==> src/rtl/mvu_pkg.sv <==
// Shared MVU dispatch types and sizes.
package mvu_pkg;

    localparam int NMVU    = 8;
    localparam int BCNTDWN = 29;
    localparam int MVU_IW  = $clog2(NMVU) + 1;

    // Index is one bit wider than needed so out-of-range targets are representable.
    typedef struct packed {
        logic [MVU_IW-1:0]  mvu;
        logic [BCNTDWN-1:0] cnt;
    } mvu_job_t;

endpackage

==> src/rtl/mvu_job_fifo.sv <==
// In-order job queue with registered occupancy; ready never depends on a same-cycle pop.
module mvu_job_fifo
    import mvu_pkg::*;
#(
    parameter int DEPTH = 4
) (
    input  logic                       clk,
    input  logic                       rst,
    input  logic                       push_valid,
    output logic                       push_ready,
    input  mvu_job_t                   push_data,
    input  logic                       pop,
    output logic                       head_valid,
    output mvu_job_t                   head,
    output logic [$clog2(DEPTH+1)-1:0] count
);

    localparam int AW = $clog2(DEPTH);
    localparam int CW = $clog2(DEPTH + 1);

    mvu_job_t      mem [DEPTH];
    logic [AW-1:0] wr_ptr;
    logic [AW-1:0] rd_ptr;
    logic          do_push;
    logic          do_pop;

    assign push_ready = (count < CW'(DEPTH));
    assign head_valid = (count != '0);
    assign head       = mem[rd_ptr];
    assign do_push    = push_valid && push_ready;
    assign do_pop     = pop && head_valid;

    always_ff @(posedge clk) begin
        if (do_push)
            mem[wr_ptr] <= push_data;
    end

    // DEPTH is a power of two, so pointers wrap naturally.
    always_ff @(posedge clk) begin
        if (rst) begin
            wr_ptr <= '0;
            rd_ptr <= '0;
            count  <= '0;
        end else begin
            if (do_push) wr_ptr <= wr_ptr + 1'b1;
            if (do_pop)  rd_ptr <= rd_ptr + 1'b1;
            case ({do_push, do_pop})
                2'b10:   count <= count + 1'b1;
                2'b01:   count <= count - 1'b1;
                default: count <= count;
            endcase
        end
    end

endmodule

==> src/rtl/mvu_job_dispatch.sv <==
// Queues MVU jobs and dispatches them in order to idle MVUs, tracking busy/irq.
// Optional watchdog enabled by defining MVU_JOB_TIMEOUT_EN.
module mvu_job_dispatch
    import mvu_pkg::*;
#(
    parameter int NMVU    = mvu_pkg::NMVU,
    parameter int BCNTDWN = mvu_pkg::BCNTDWN,
    parameter int QDEPTH  = 4
) (
    input  logic                          clk,
    input  logic                          rst,
    input  logic                          job_valid,
    output logic                          job_ready,
    input  logic [$clog2(NMVU):0]         job_mvu,
    input  logic [BCNTDWN-1:0]            job_cntdwn,
    output logic [NMVU-1:0]               start,
    output logic [NMVU*BCNTDWN-1:0]       countdown,
    input  logic [NMVU-1:0]               done,
    output logic [NMVU-1:0]               busy,
    output logic [NMVU-1:0]               irq,
    input  logic [NMVU-1:0]               irq_ack,
    output logic                          bad_job,
`ifdef MVU_JOB_TIMEOUT_EN
    input  logic [31:0]                   to_limit,
    output logic [NMVU-1:0]               timeout,
`endif
    output logic [$clog2(QDEPTH+1)-1:0]   q_count
);

    localparam int MW = $clog2(NMVU) + 1;

    mvu_job_t                       push_job;
    mvu_job_t                       head;
    logic                           head_valid;
    logic                           pop;
    logic                           bad;
    logic [NMVU-1:0]                disp;
    logic [NMVU-1:0]                fin;
    logic [NMVU-1:0]                to_fire;
    logic [NMVU-1:0][BCNTDWN-1:0]   cd_q;

    assign push_job  = '{mvu: job_mvu, cnt: job_cntdwn};
    assign countdown = cd_q;

    mvu_job_fifo #(.DEPTH(QDEPTH)) u_fifo (
        .clk        (clk),
        .rst        (rst),
        .push_valid (job_valid),
        .push_ready (job_ready),
        .push_data  (push_job),
        .pop        (pop),
        .head_valid (head_valid),
        .head       (head),
        .count      (q_count)
    );

    // Busy is registered, so a done this cycle lets the waiting head go next cycle.
    always_comb begin
        disp = '0;
        bad  = 1'b0;
        if (head_valid) begin
            bad = (head.mvu >= MW'(NMVU));
            for (int m = 0; m < NMVU; m++)
                if (head.mvu == MW'(m) && !busy[m])
                    disp[m] = 1'b1;
        end
        pop = bad || (|disp);
    end

    assign fin = done & busy;

`ifdef MVU_JOB_TIMEOUT_EN
    logic [NMVU-1:0][31:0] to_cnt;

    always_comb begin
        to_fire = '0;
        for (int m = 0; m < NMVU; m++)
            to_fire[m] = busy[m] && (to_limit != 32'd0) && (to_cnt[m] >= to_limit - 32'd1);
    end

    always_ff @(posedge clk) begin
        if (rst) begin
            to_cnt  <= '0;
            timeout <= '0;
        end else begin
            timeout <= (timeout & ~irq_ack) | to_fire;
            for (int m = 0; m < NMVU; m++) begin
                if (disp[m])      to_cnt[m] <= '0;
                else if (busy[m]) to_cnt[m] <= to_cnt[m] + 32'd1;
            end
        end
    end
`else
    assign to_fire = '0;
`endif

    // A new completion wins over a same-cycle acknowledge.
    always_ff @(posedge clk) begin
        if (rst) begin
            start   <= '0;
            busy    <= '0;
            irq     <= '0;
            bad_job <= 1'b0;
            cd_q    <= '0;
        end else begin
            start   <= disp;
            bad_job <= bad;
            busy    <= (busy & ~(fin | to_fire)) | disp;
            irq     <= (irq & ~irq_ack) | fin | to_fire;
            for (int m = 0; m < NMVU; m++)
                if (disp[m]) cd_q[m] <= head.cnt;
        end
    end

endmodule

==> config.mk <==
export PLATFORM = sky130hd
export DESIGN_NAME = mvu_job_dispatch
export DESIGN_NICKNAME = d
export VERILOG_FILES = /design/src/rtl/mvu_pkg.sv /design/src/rtl/mvu_job_fifo.sv /design/src/rtl/mvu_job_dispatch.sv
export SDC_FILE = /design/constraint.sdc
export NUM_CORES = 1
export LEC_CHECK = 0
export ABC_CLOCK_PERIOD_IN_PS = 6100
export CAP_MARGIN = 20
export CORE_ASPECT_RATIO = 0.9
export CORE_MARGIN = 2
export CORE_UTILIZATION = 30
export CTS_BUF_LIST = sky130_fd_sc_hd__clkbuf_8
export DETAILED_ROUTE_END_ITERATION = 16
export DONT_BUFFER_PORTS = 1
export GPL_TIMING_DRIVEN = 0
export PLACE_DENSITY = 0.45
export RECOVER_POWER = 100
export SYNTH_ARGS = -nofsm -noshare
export SYNTH_HDL_FRONTEND = slang
export SYNTH_SLANG_ARGS = --single-unit
export TNS_END_PERCENT = 1
==> constraint.sdc <==
create_clock -name clk -period 6.1 [get_ports clk]
set_clock_uncertainty 0.05 [all_clocks]
set_input_delay 1.22 -clock clk [delete_from_list [all_inputs] [get_ports clk]]
set_output_delay 1.22 -clock clk [all_outputs]
set_load 0.01 [all_outputs]
==> results.py, run 1 <==
metrics = {
    "hold_path": {
        "holdPathStages": 1,
        "hp-class": "flop to flop",
        "hp-start": "u_fifo.rd_ptr[0]",
        "min_to": "u_fifo.rd_ptr[0]",
    },
    "route": {
        "wl_per_cell_um": 24.7,
        "drc_errors": 0,
        "drt-vias-per-instance": 4.74,
        "route.vias.total": 9485,
        "drt_wl_total_mm": 49.5,
        "dr.pass1.iters": 4,
        "drt_iter0_drc": 432,
        "drtAntennaViolNets": 0,
    },
    "yosys": {
        "seq_area_frac_synth": 0.647,
        "syn_inst": 1241,
        "ys_ff_latch": 398,
        "synth_cell_types": 36,
        "syn_area_um2": 14400,
        "yosys_warnings": 0,
        "postSynthAreaPerCell_um2": 11.6,
        "syn_nets": 1299,
    },
    "die": {
        "core_area_um2": 47500,
        "io_pins": 313,
        "die_x_um": 235,
        "dieArea_um2": 49600,
        "start_util": 0.302,
        "dieHeight_um": 211,
        "row_count": 76,
    },
    "clocking": {
        "cts_tree": "built",
        "clkTransAtPathRegs_ns": 0.06,
        "cts_resized": 0,
        "root_buffer": "clkbuf_8",
        "postCtsSetupBuffers": 0,
        "clockBufferDepth": 3,
        "cts_buffers": 71,
        "htreeDepth": 3,
        "cts_sinks": 398,
        "clock_latency_ns": 0.63,
        "cts.hold.buffers_added": 0,
    },
    "timing": {
        "max-slew-margin-rel": -0.319,
        "hold_viol_final": 0,
        "tightest_slew_ns": 1.98,
        "finalMaxSlewViolations": 104,
        "finalCritPeriodShare": 0.666,
        "grt_setup_unrepaired": "no",
        "tns_ns": 0,
        "final.min_clock_period_ns": 4.06,
        "max_freq_mhz": 246,
        "worst_hold_slack_ns": 0.408,
        "setup_violations": 0,
    },
    "critical_path": {
        "ff2ff_path_depth": 8,
        "cpMostUsedCell": "clkbuf_1",
        "path_class": "flop to flop",
        "crit_buf_inv": 3,
        "critPathMaxStageDelay_ns": 0.91,
        "r2r_slack_ns": 2.04,
        "r2r-end": "countdown[142]",
        "arrival_ns": 4.50,
        "critPathLaunchType": "flop",
        "slowest_stage": "clkbuf_1",
        "crit_required_ns": 6.54,
        "critical_path.top_delay_family": "buffers and inverters",
        "crit_path_max_fanout": 10,
        "crit_path_cell_trace": "clkbuf_1 -> inv_1 -> mux4_2 -> nand2_1 -> nor3b_1 -> clkbuf_1 -> mux2i_1 -> nor2_1",
        "cp-end-kind": "flop",
    },
    "grt": {
        "antenna_found_initial": 1,
        "grt_pass1_wl_mm": 69.2,
        "grt_max_degree": 28,
        "track_usage": 0.199,
        "grt_pass1_vias": 9550,
        "gr-total-overflow": 0,
    },
    "place": {
        "place_inst": 1870,
        "dpl.hpwl_mm": 34.7,
        "port_buffers": 0,
        "placed_cell_area_um2": 15200,
        "gp_congestion": 0.752,
    },
    "finish": {
        "finalInstanceArea_um2": 16600,
        "drive_gt1_frac": 0.105,
        "final_cells": 1999,
        "antenna_cells": 0,
        "syn2layout_area_growth_pct": 15.6,
        "nets": 1377,
    },
    "run_status": {
        "failed_checks": "capacitance limit, slew limit",
        "status": "complete, but fails checks",
    },
    "power_and_ir_drop": {
        "p_per_area_nw_per_um2": 429,
        "p_leak_nw": 5.68,
        "max-vdd-ir-drop_mv": 0.142,
    },
    "run": {
        "max_cap_viol_count": 4,
    },
}
-- power breakdown --
part           leakage, nW  internal, W  switching [W]
Clock                0.845      0.00142        0.00111
Combinational         1.48     0.000419       0.000955
Sequential            3.36      0.00299       0.000216
Total                 5.68      0.00483        0.00228
-- metal layers --
layer / up-vias / global-route usage / wire (µm)
li1: 4428 / - / -
met1: 4694 / 0.249 / 21200
met2: 294 / 0.313 / 22500
met3: 69 / 0.0847 / 4690
met4: 0 / 0.0566 / 1070
met5: - / 0 / 0
-- flip-flops by register name, indices dropped and copies added, names as in the netlist, named ones only --
register and cells:
busy 8, u_fifo.count 3, bad_job 1, countdown 232
irq 8, u_fifo.rd_ptr 2, start 8, u_fifo.wr_ptr 2
u_fifo.mem 132
-- layout by cell type, fill, tap and decap left out, types with 3 or more instances in the layout --
| master | n |
|---|---|
| nor4_1 | 3 |
| nand2b_1 | 15 |
| clkinv_1 | 3 |
| clkbuf_1 | 75 |
| and2_0 | 4 |
| inv_1 | 42 |
| clkinv_2 | 5 |
| mux2i_1 | 118 |
| nor2b_1 | 13 |
| clkbuf_8 | 91 |
| mux4_2 | 37 |
| nor2_1 | 142 |
| nand2_1 | 248 |
| nor3_1 | 4 |
| nand4_1 | 5 |
| a21oi_1 | 137 |
| edfxtp_1 | 132 |
| buf_2 | 5 |
| ha_1 | 5 |
| dfxtp_1 | 266 |
-- Yosys cell counts --
| master | number | area, µm² |
|---|---|---|
| dfxtp_1 | 266 | 5330 |
| nand2_1 | 248 | 931 |
| nor2_1 | 142 | 533 |
| a21oi_1 | 137 | 686 |
| edfxtp_1 | 132 | 3960 |
| mux2i_1 | 118 | 1180 |
| clkbuf_1 | 44 | 165 |
| mux4_2 | 37 | 833 |
| buf_2 | 25 | 125 |
| inv_1 | 16 | 60.1 |
| nand2b_1 | 15 | 93.8 |
| nor2b_1 | 13 | 81.3 |
| buf_1 | 6 | 22.5 |
| and2_1 | 5 | 31.3 |
| ha_1 | 5 | 62.6 |
| nand4_1 | 5 | 31.3 |
| nor3_1 | 4 | 20.0 |
| nor4_1 | 3 | 18.8 |
| or4b_1 | 2 | 20.0 |
| xor2_1 | 2 | 17.5 |
| a222oi_1 | 1 | 10.0 |
| a2bb2oi_1 | 1 | 8.76 |
| a31o_1 | 1 | 8.76 |
| buf_6 | 1 | 11.3 |
| fa_1 | 1 | 20.0 |
| inv_2 | 1 | 3.75 |
| mux2_1 | 1 | 11.3 |
| mux2_2 | 1 | 11.3 |
| nand3_1 | 1 | 5.00 |
| nor3b_2 | 1 | 12.5 |
| o2111a_1 | 1 | 11.3 |
| o211ai_1 | 1 | 7.51 |
| o21ai_0 | 1 | 5.00 |
| or2_1 | 1 | 6.26 |
| or3_1 | 1 | 6.26 |
| xnor2_1 | 1 | 8.76 |
-- logic make-up (layout without fill, tap and decap cells) --
group,Yosys count,after routing,synth area share
XOR/XNOR,3,3,0.00183
buffers and inverters,93,227,0.0270
AND/OR/NAND/NOR,441,441,0.125
flip-flops,398,398,0.647
adder cells (fa/ha/maj),6,6,0.00575
AO/OA/AOI/OAI,143,143,0.0514
multiplexers,157,157,0.142
-- final cells by class --
type,instances,area (µm²)
Timing Repair Buffer,5,18.8
Clock inverter,38,214
Multi-Input combinational cell,750,4670
Tap cell,624,781
Buffer,76,299
Clock buffer,91,1250
Sequential cell,398,9290
Fill cell,4779,31000
Inverter,17,63.8
-- per-stage QoR --
step	worst slack [ns]	power [W]	utilization
finish	2.04	0.00711	0.349
global route	1.75	0.00746	0.349
CTS	2.62	0.00724	0.351
detailed placement	2.28	0.00469	0.320
global placement	2.23	0.00467	0.318
floorplan	3.10	0.00405	-
-- worst max-delay path by stage --
stage,from,endpoint,slack [ns],depth (start not counted)
2_1_floorplan,flop,u_fifo.count[2],3.10,13
4_1_cts,flop,u_fifo.count[2],2.62,13
6_report,flop,countdown[142],2.04,8
3_3_place_gp,job_valid,u_fifo.mem[1][15],2.23,3
3_5_place_dp,rst,countdown[147],2.28,4
5_1_grt,flop,countdown[138],1.75,8
Power figures use the tool's default switching activity.
==> run 2: changes to the inputs <==
--- a/config.mk
+++ b/config.mk
@@ -5,7 +5,7 @@
 export SDC_FILE = /design/constraint.sdc
 export NUM_CORES = 1
 export LEC_CHECK = 0
-export ABC_CLOCK_PERIOD_IN_PS = 6100
+export ABC_CLOCK_PERIOD_IN_PS = 3700
 export CAP_MARGIN = 20
 export CORE_ASPECT_RATIO = 0.9
 export CORE_MARGIN = 2
@@ -14,7 +14,7 @@
 export DETAILED_ROUTE_END_ITERATION = 16
 export DONT_BUFFER_PORTS = 1
 export GPL_TIMING_DRIVEN = 0
-export PLACE_DENSITY = 0.45
+export PLACE_DENSITY = 0.46
 export RECOVER_POWER = 100
 export SYNTH_ARGS = -nofsm -noshare
 export SYNTH_HDL_FRONTEND = slang
==> constraint.sdc (replaced) <==
create_clock -name clk -period 3.7 [get_ports clk]
set_clock_uncertainty 0.05 [all_clocks]
set_input_delay 0.74 -clock clk [delete_from_list [all_inputs] [get_ports clk]]
set_output_delay 0.74 -clock clk [all_outputs]
set_load 0.01 [all_outputs]
==> run 2 against run 1 <==
  * The flow now finishes without violations
  * Non-clock buffer count is 1 higher
  * Utilization fell by 0.097 points
  * First-iteration DRC count increased by 20%
  * Die area is the same
  * Critical path depth up 5
  * Critical path type unchanged
  * Sequential share of layout area rose by 0.16 points
==> results.py, run 2 (same netlist as run 1, synthesis figures left out) <==
metrics = {
    "critical_path": {
        "crit_path_cell_trace": "buf_2 -> inv_2 -> mux4_2 -> or4b_1 -> clkbuf_1 -> o2111a_1 -> nand2_1 -> ha_1 -> inv_1 -> fa_1 -> xor2_1 -> or3_1 -> a21oi_1",
        "crit_required_ns": 4.20,
        "path_class": "flop to flop",
        "crit_buf_inv": 4,
        "critical_path.top_delay_family": "simple AND/OR/NAND/NOR gates",
        "cp-end-kind": "flop",
        "r2r-end": "u_fifo.count[2]",
        "critPathMaxStageDelay_ns": 0.43,
        "ff2ff_path_depth": 13,
        "arrival_ns": 3.96,
        "crit_path_max_fanout": 9,
        "r2r_slack_ns": 0.24,
        "slowest_stage": "or4b_1",
        "critPathLaunchType": "flop",
    },
    "grt": {
        "grt_use_met1": 0.250,
        "use_met2": 0.314,
        "grt_util_met3": 0.0832,
        "gr-total-overflow": 0,
        "busiest_layer": "met2",
        "antenna_found_initial": 1,
        "grt_max_degree": 27,
        "grt_pass1_wl_mm": 69.3,
        "track_usage": 0.199,
        "grt_pass1_vias": 9529,
    },
    "hold_path": {
        "hp-start": "job_cntdwn[13]",
        "hp-class": "input pin to flop",
        "holdPathStages": 0,
        "min_to": "u_fifo.mem[1][13]",
    },
    "power_and_ir_drop": {
        "p_leak_nw": 5.70,
        "p_per_area_nw_per_um2": 700,
        "max-vdd-ir-drop_mv": 0.299,
    },
    "finish": {
        "drive_gt1_frac": 0.110,
        "syn2layout_area_growth_pct": 15.3,
        "final_util": 0.348,
        "final_common_cell": "dfxtp_1",
        "nets": 1378,
        "finalInstanceArea_um2": 16500,
        "largest_reg_flops": 232,
        "mostFrequentLayoutCells": "266 x dfxtp_1, 248 x nand2_1, 142 x nor2_1",
    },
    "route": {
        "drtAntennaViolNets": 0,
        "dr.pass1.iters": 4,
        "drt-vias-per-instance": 4.77,
        "drt_wl_total_mm": 49.5,
        "route.vias.total": 9543,
        "drc_errors": 0,
        "drt_iter0_drc": 518,
        "wl_per_cell_um": 24.7,
    },
    "place": {
        "placed_cell_area_um2": 15200,
        "port_buffers": 0,
        "dpl.hpwl_mm": 34.5,
        "gp_congestion": 0.791,
        "pre_cts_ws_ns": 0.196,
    },
    "clocking": {
        "root_buffer": "clkbuf_8",
        "cts_sinks": 398,
        "clock_latency_ns": 0.63,
        "postCtsSetupBuffers": 0,
        "cts_buffers": 71,
        "cts_tree": "built",
        "htreeDepth": 3,
        "clkTransAtPathRegs_ns": 0.06,
        "cts.hold.buffers_added": 0,
        "clockBufferDepth": 3,
        "cts_resized": 0,
    },
    "timing": {
        "finalCritPeriodShare": 0.935,
        "max-slew-margin-rel": 0.0223,
        "max_freq_mhz": 289,
        "postLayoutSetupSlackWorst_ns": 0.241,
        "grt_setup_unrepaired": "no",
        "hold_viol_final": 0,
        "final.min_clock_period_ns": 3.46,
        "setup_violations": 0,
        "tightest_slew_ns": 1.47,
        "finalMaxSlewViolations": 0,
        "tns_ns": 0,
    },
    "die": {
        "die_x_um": 235,
        "dieArea_um2": 49600,
        "dieHeight_um": 211,
        "io_pins": 313,
        "start_util": 0.302,
        "core_area_um2": 47500,
        "row_count": 76,
    },
    "run": {
        "max_cap_viol_count": 0,
    },
    "run_status": {
        "status": "finished, final reports clean",
    },
}
[run 2: area by class of cell]
cell class	count	area [µm²]
inverters	17	63.8
clock buffers	83	1140
well taps	624	781
flip-flops and latches	398	9290
clock inverters	46	249
plain buffers	76	307
diodes	2	5.00
fillers	4823	31000
repair buffers	6	35.0
multi-input cells	750	4670
[run 2: how the worst max path moves through the flow]
stage	startpoint	end	depth (start not counted)
6_report	flop	u_fifo.count[2]	13
3_5_place_dp	flop	u_fifo.count[2]	13
3_3_place_gp	flop	u_fifo.count[2]	13
4_1_cts	flop	u_fifo.count[2]	13
2_1_floorplan	flop	u_fifo.count[2]	13
5_1_grt	flop	u_fifo.count[2]	13
[run 2: metal layers]
layer,vias up,share of wire
met4,0,0.021
li1,4434,-
met3,72,0.10
met2,316,0.46
met1,4721,0.42
met5,-,0
[run 2: stage by stage]
step / total power (W) / hold WS [ns] / std cells
floorplan: 0.00668 / 0.377 / 1241
global placement: 0.00768 / 0.389 / 1865
finish: 0.0116 / 0.147 / 2002
detailed placement: 0.00772 / 0.397 / 1870
global route: 0.0122 / 0.0710 / 2001
CTS: 0.0118 / 0.0642 / 1999
[run 2: where the power goes]
part	internal (W)	leakage, nW	switching (W)
registers	0.00492	3.36	0.000353
logic	0.000694	1.51	0.00159
clock network	0.00219	0.833	0.00184
==> run 3: changes to the inputs <==
--- a/config.mk
+++ b/config.mk
@@ -10,7 +10,7 @@
 export CORE_ASPECT_RATIO = 0.9
 export CORE_MARGIN = 2
 export CORE_UTILIZATION = 30
-export CTS_BUF_LIST = sky130_fd_sc_hd__clkbuf_8
+export CTS_BUF_LIST = sky130_fd_sc_hd__clkbuf_4 sky130_fd_sc_hd__clkbuf_8
 export DETAILED_ROUTE_END_ITERATION = 16
 export DONT_BUFFER_PORTS = 1
 export GPL_TIMING_DRIVEN = 0
==> run 3 against run 2 <==
  * Sequential power barely moved
  * Power grew 2.5%
  * Sequential share of layout area shrank 0.37 points
  * Hold slack got worse by 0.0045 ns
  * Final area rose by 0.66%
  * Non-clock buffer count unchanged
  * Clock power rose by 7.2%
  * Highest routed layer unchanged
  * Worst setup slack got worse by 0.011 ns
  * Global-route usage about the same
  * Final cell count did not move
  * Via count shrank 0.44%
  * Clock-buffer cell count increased by 29
==> results.py, run 3 (same netlist as run 1, synthesis figures left out) <==
metrics = {
    "finish": {
        "drive_gt1_frac": 0.132,
        "final_common_cell": "dfxtp_1",
        "fill_cells": 4814,
        "nets": 1378,
        "syn2layout_area_growth_pct": 16.0,
        "seq_area_um2": 9290,
        "mostFrequentLayoutCells": "266 x dfxtp_1, 248 x nand2_1, 142 x nor2_1",
        "largest_reg_flops": 232,
        "multi_input_comb_area_um2": 4670,
    },
    "route": {
        "dr.pass1.iters": 7,
        "drtAntennaViolNets": 0,
        "drt_iter0_drc": 427,
        "drc_errors": 0,
        "drt-vias-per-instance": 4.75,
        "drt_wl_total_mm": 49.4,
        "route.vias.total": 9501,
        "wl_per_cell_um": 24.7,
    },
    "timing": {
        "hold_viol_final": 0,
        "tns_ns": 0,
        "finalCritPeriodShare": 0.938,
        "grt_setup_unrepaired": "no",
        "final.min_clock_period_ns": 3.47,
        "setup_violations": 0,
        "finalMaxSlewViolations": 0,
        "tightest_slew_ns": 1.47,
        "postLayoutSetupSlackWorst_ns": 0.230,
        "max-slew-margin-rel": 0.0175,
        "max_freq_mhz": 288,
    },
    "clocking": {
        "cts.hold.buffers_added": 0,
        "cts_resized": 0,
        "postCtsSetupBuffers": 0,
        "clockBufferDepth": 3,
        "cts_tree": "built",
        "cts_buffers": 71,
        "htreeDepth": 3,
        "root_buffer": "clkbuf_8",
        "clock_latency_ns": 0.64,
        "cts_sinks": 398,
        "clkTransAtPathRegs_ns": 0.06,
    },
    "grt": {
        "grt_pass1_vias": 9525,
        "antenna_found_initial": 1,
        "grt_max_degree": 27,
        "grt_pass1_wl_mm": 69.2,
        "gr-total-overflow": 0,
        "track_usage": 0.199,
    },
    "critical_path": {
        "crit_path_max_fanout": 9,
        "slowest_stage": "or4b_1",
        "critPathLaunchType": "flop",
        "path_class": "flop to flop",
        "crit_required_ns": 4.20,
        "crit_path_cell_trace": "buf_2 -> inv_2 -> mux4_2 -> or4b_1 -> clkbuf_1 -> o2111a_1 -> nand2_1 -> ha_1 -> inv_1 -> fa_1 -> xor2_1 -> or3_1 -> a21oi_1",
        "critical_path.top_delay_family": "simple AND/OR/NAND/NOR gates",
        "cp-end-kind": "flop",
        "crit_buf_inv": 4,
        "arrival_ns": 3.97,
        "critPathMaxStageDelay_ns": 0.44,
    },
    "die": {
        "die_x_um": 235,
        "start_util": 0.302,
        "core_area_um2": 47500,
        "io_pins": 313,
        "row_count": 76,
        "dieHeight_um": 211,
        "dieArea_um2": 49600,
    },
    "hold_path": {
        "hp-class": "input pin to flop",
    },
    "power_and_ir_drop": {
        "p_per_area_nw_per_um2": 713,
        "p_leak_nw": 5.68,
        "max-vdd-ir-drop_mv": 0.339,
    },
    "place": {
        "port_buffers": 0,
        "dpl.hpwl_mm": 34.5,
        "pre_cts_ws_ns": 0.196,
        "gp_congestion": 0.791,
    },
    "run_status": {
        "status": "finished, final reports clean",
    },
    "run": {
        "max_cap_viol_count": 0,
    },
}
[run 3: power by group]
part           leakage [nW]  switching [W]  total (W)  internal [W]
clock                 0.812        0.00184    0.00432       0.00248
combinational          1.51        0.00158    0.00228      0.000694
sequential             3.36       0.000353    0.00528       0.00492
total                  5.68        0.00378     0.0119       0.00810
[run 3: routing by layer]
layer / wire length (µm) / vias up / track usage
met4: 1060 / 0 / 0.0588
met2: 22700 / 305 / 0.313
met3: 4600 / 71 / 0.0832
li1: - / 4433 / -
met5: 0 / - / 0
met1: 21000 / 4692 / 0.249
[run 3: path summary, 6_finish.rpt]
check / startpoint / to / slack (ns) / depth (start not counted)
max reg2reg: flop / u_fifo.count[2] / 0.23 / 13
min: job_cntdwn[11] / u_fifo.mem[1][11] / 0.14 / 0
max: flop / u_fifo.count[2] / 0.23 / 13
min reg2reg: u_fifo.rd_ptr[0] / flop / 0.41 / 1
[run 3: area by class of cell]
| type | count | share of cell area |
|---|---|---|
| repair buffers | 6 | 0.00210 |
| inverters | 17 | 0.00383 |
| well taps | 624 | 0.0469 |
| clock inverters | 17 | 0.00842 |
| flip-flops and latches | 398 | 0.558 |
| multi-input cells | 750 | 0.280 |
| clock buffers | 112 | 0.0817 |
| plain buffers | 76 | 0.0184 |
| diodes | 2 | 0.000301 |
[run 3: through the flow]
step,hold WS (ns),cell area (µm²),std cells,total power [W],util
6_report,0.143,16600,2002,0.0119,0.350
3_3_place_gp,0.389,15100,1865,0.00768,0.318
5_1_grt,0.0711,16600,2001,0.0125,0.350
4_1_cts,0.0642,16700,1999,0.0121,0.352
2_1_floorplan,0.377,14400,1241,0.00668,-
3_5_place_dp,0.397,15200,1870,0.00772,0.320
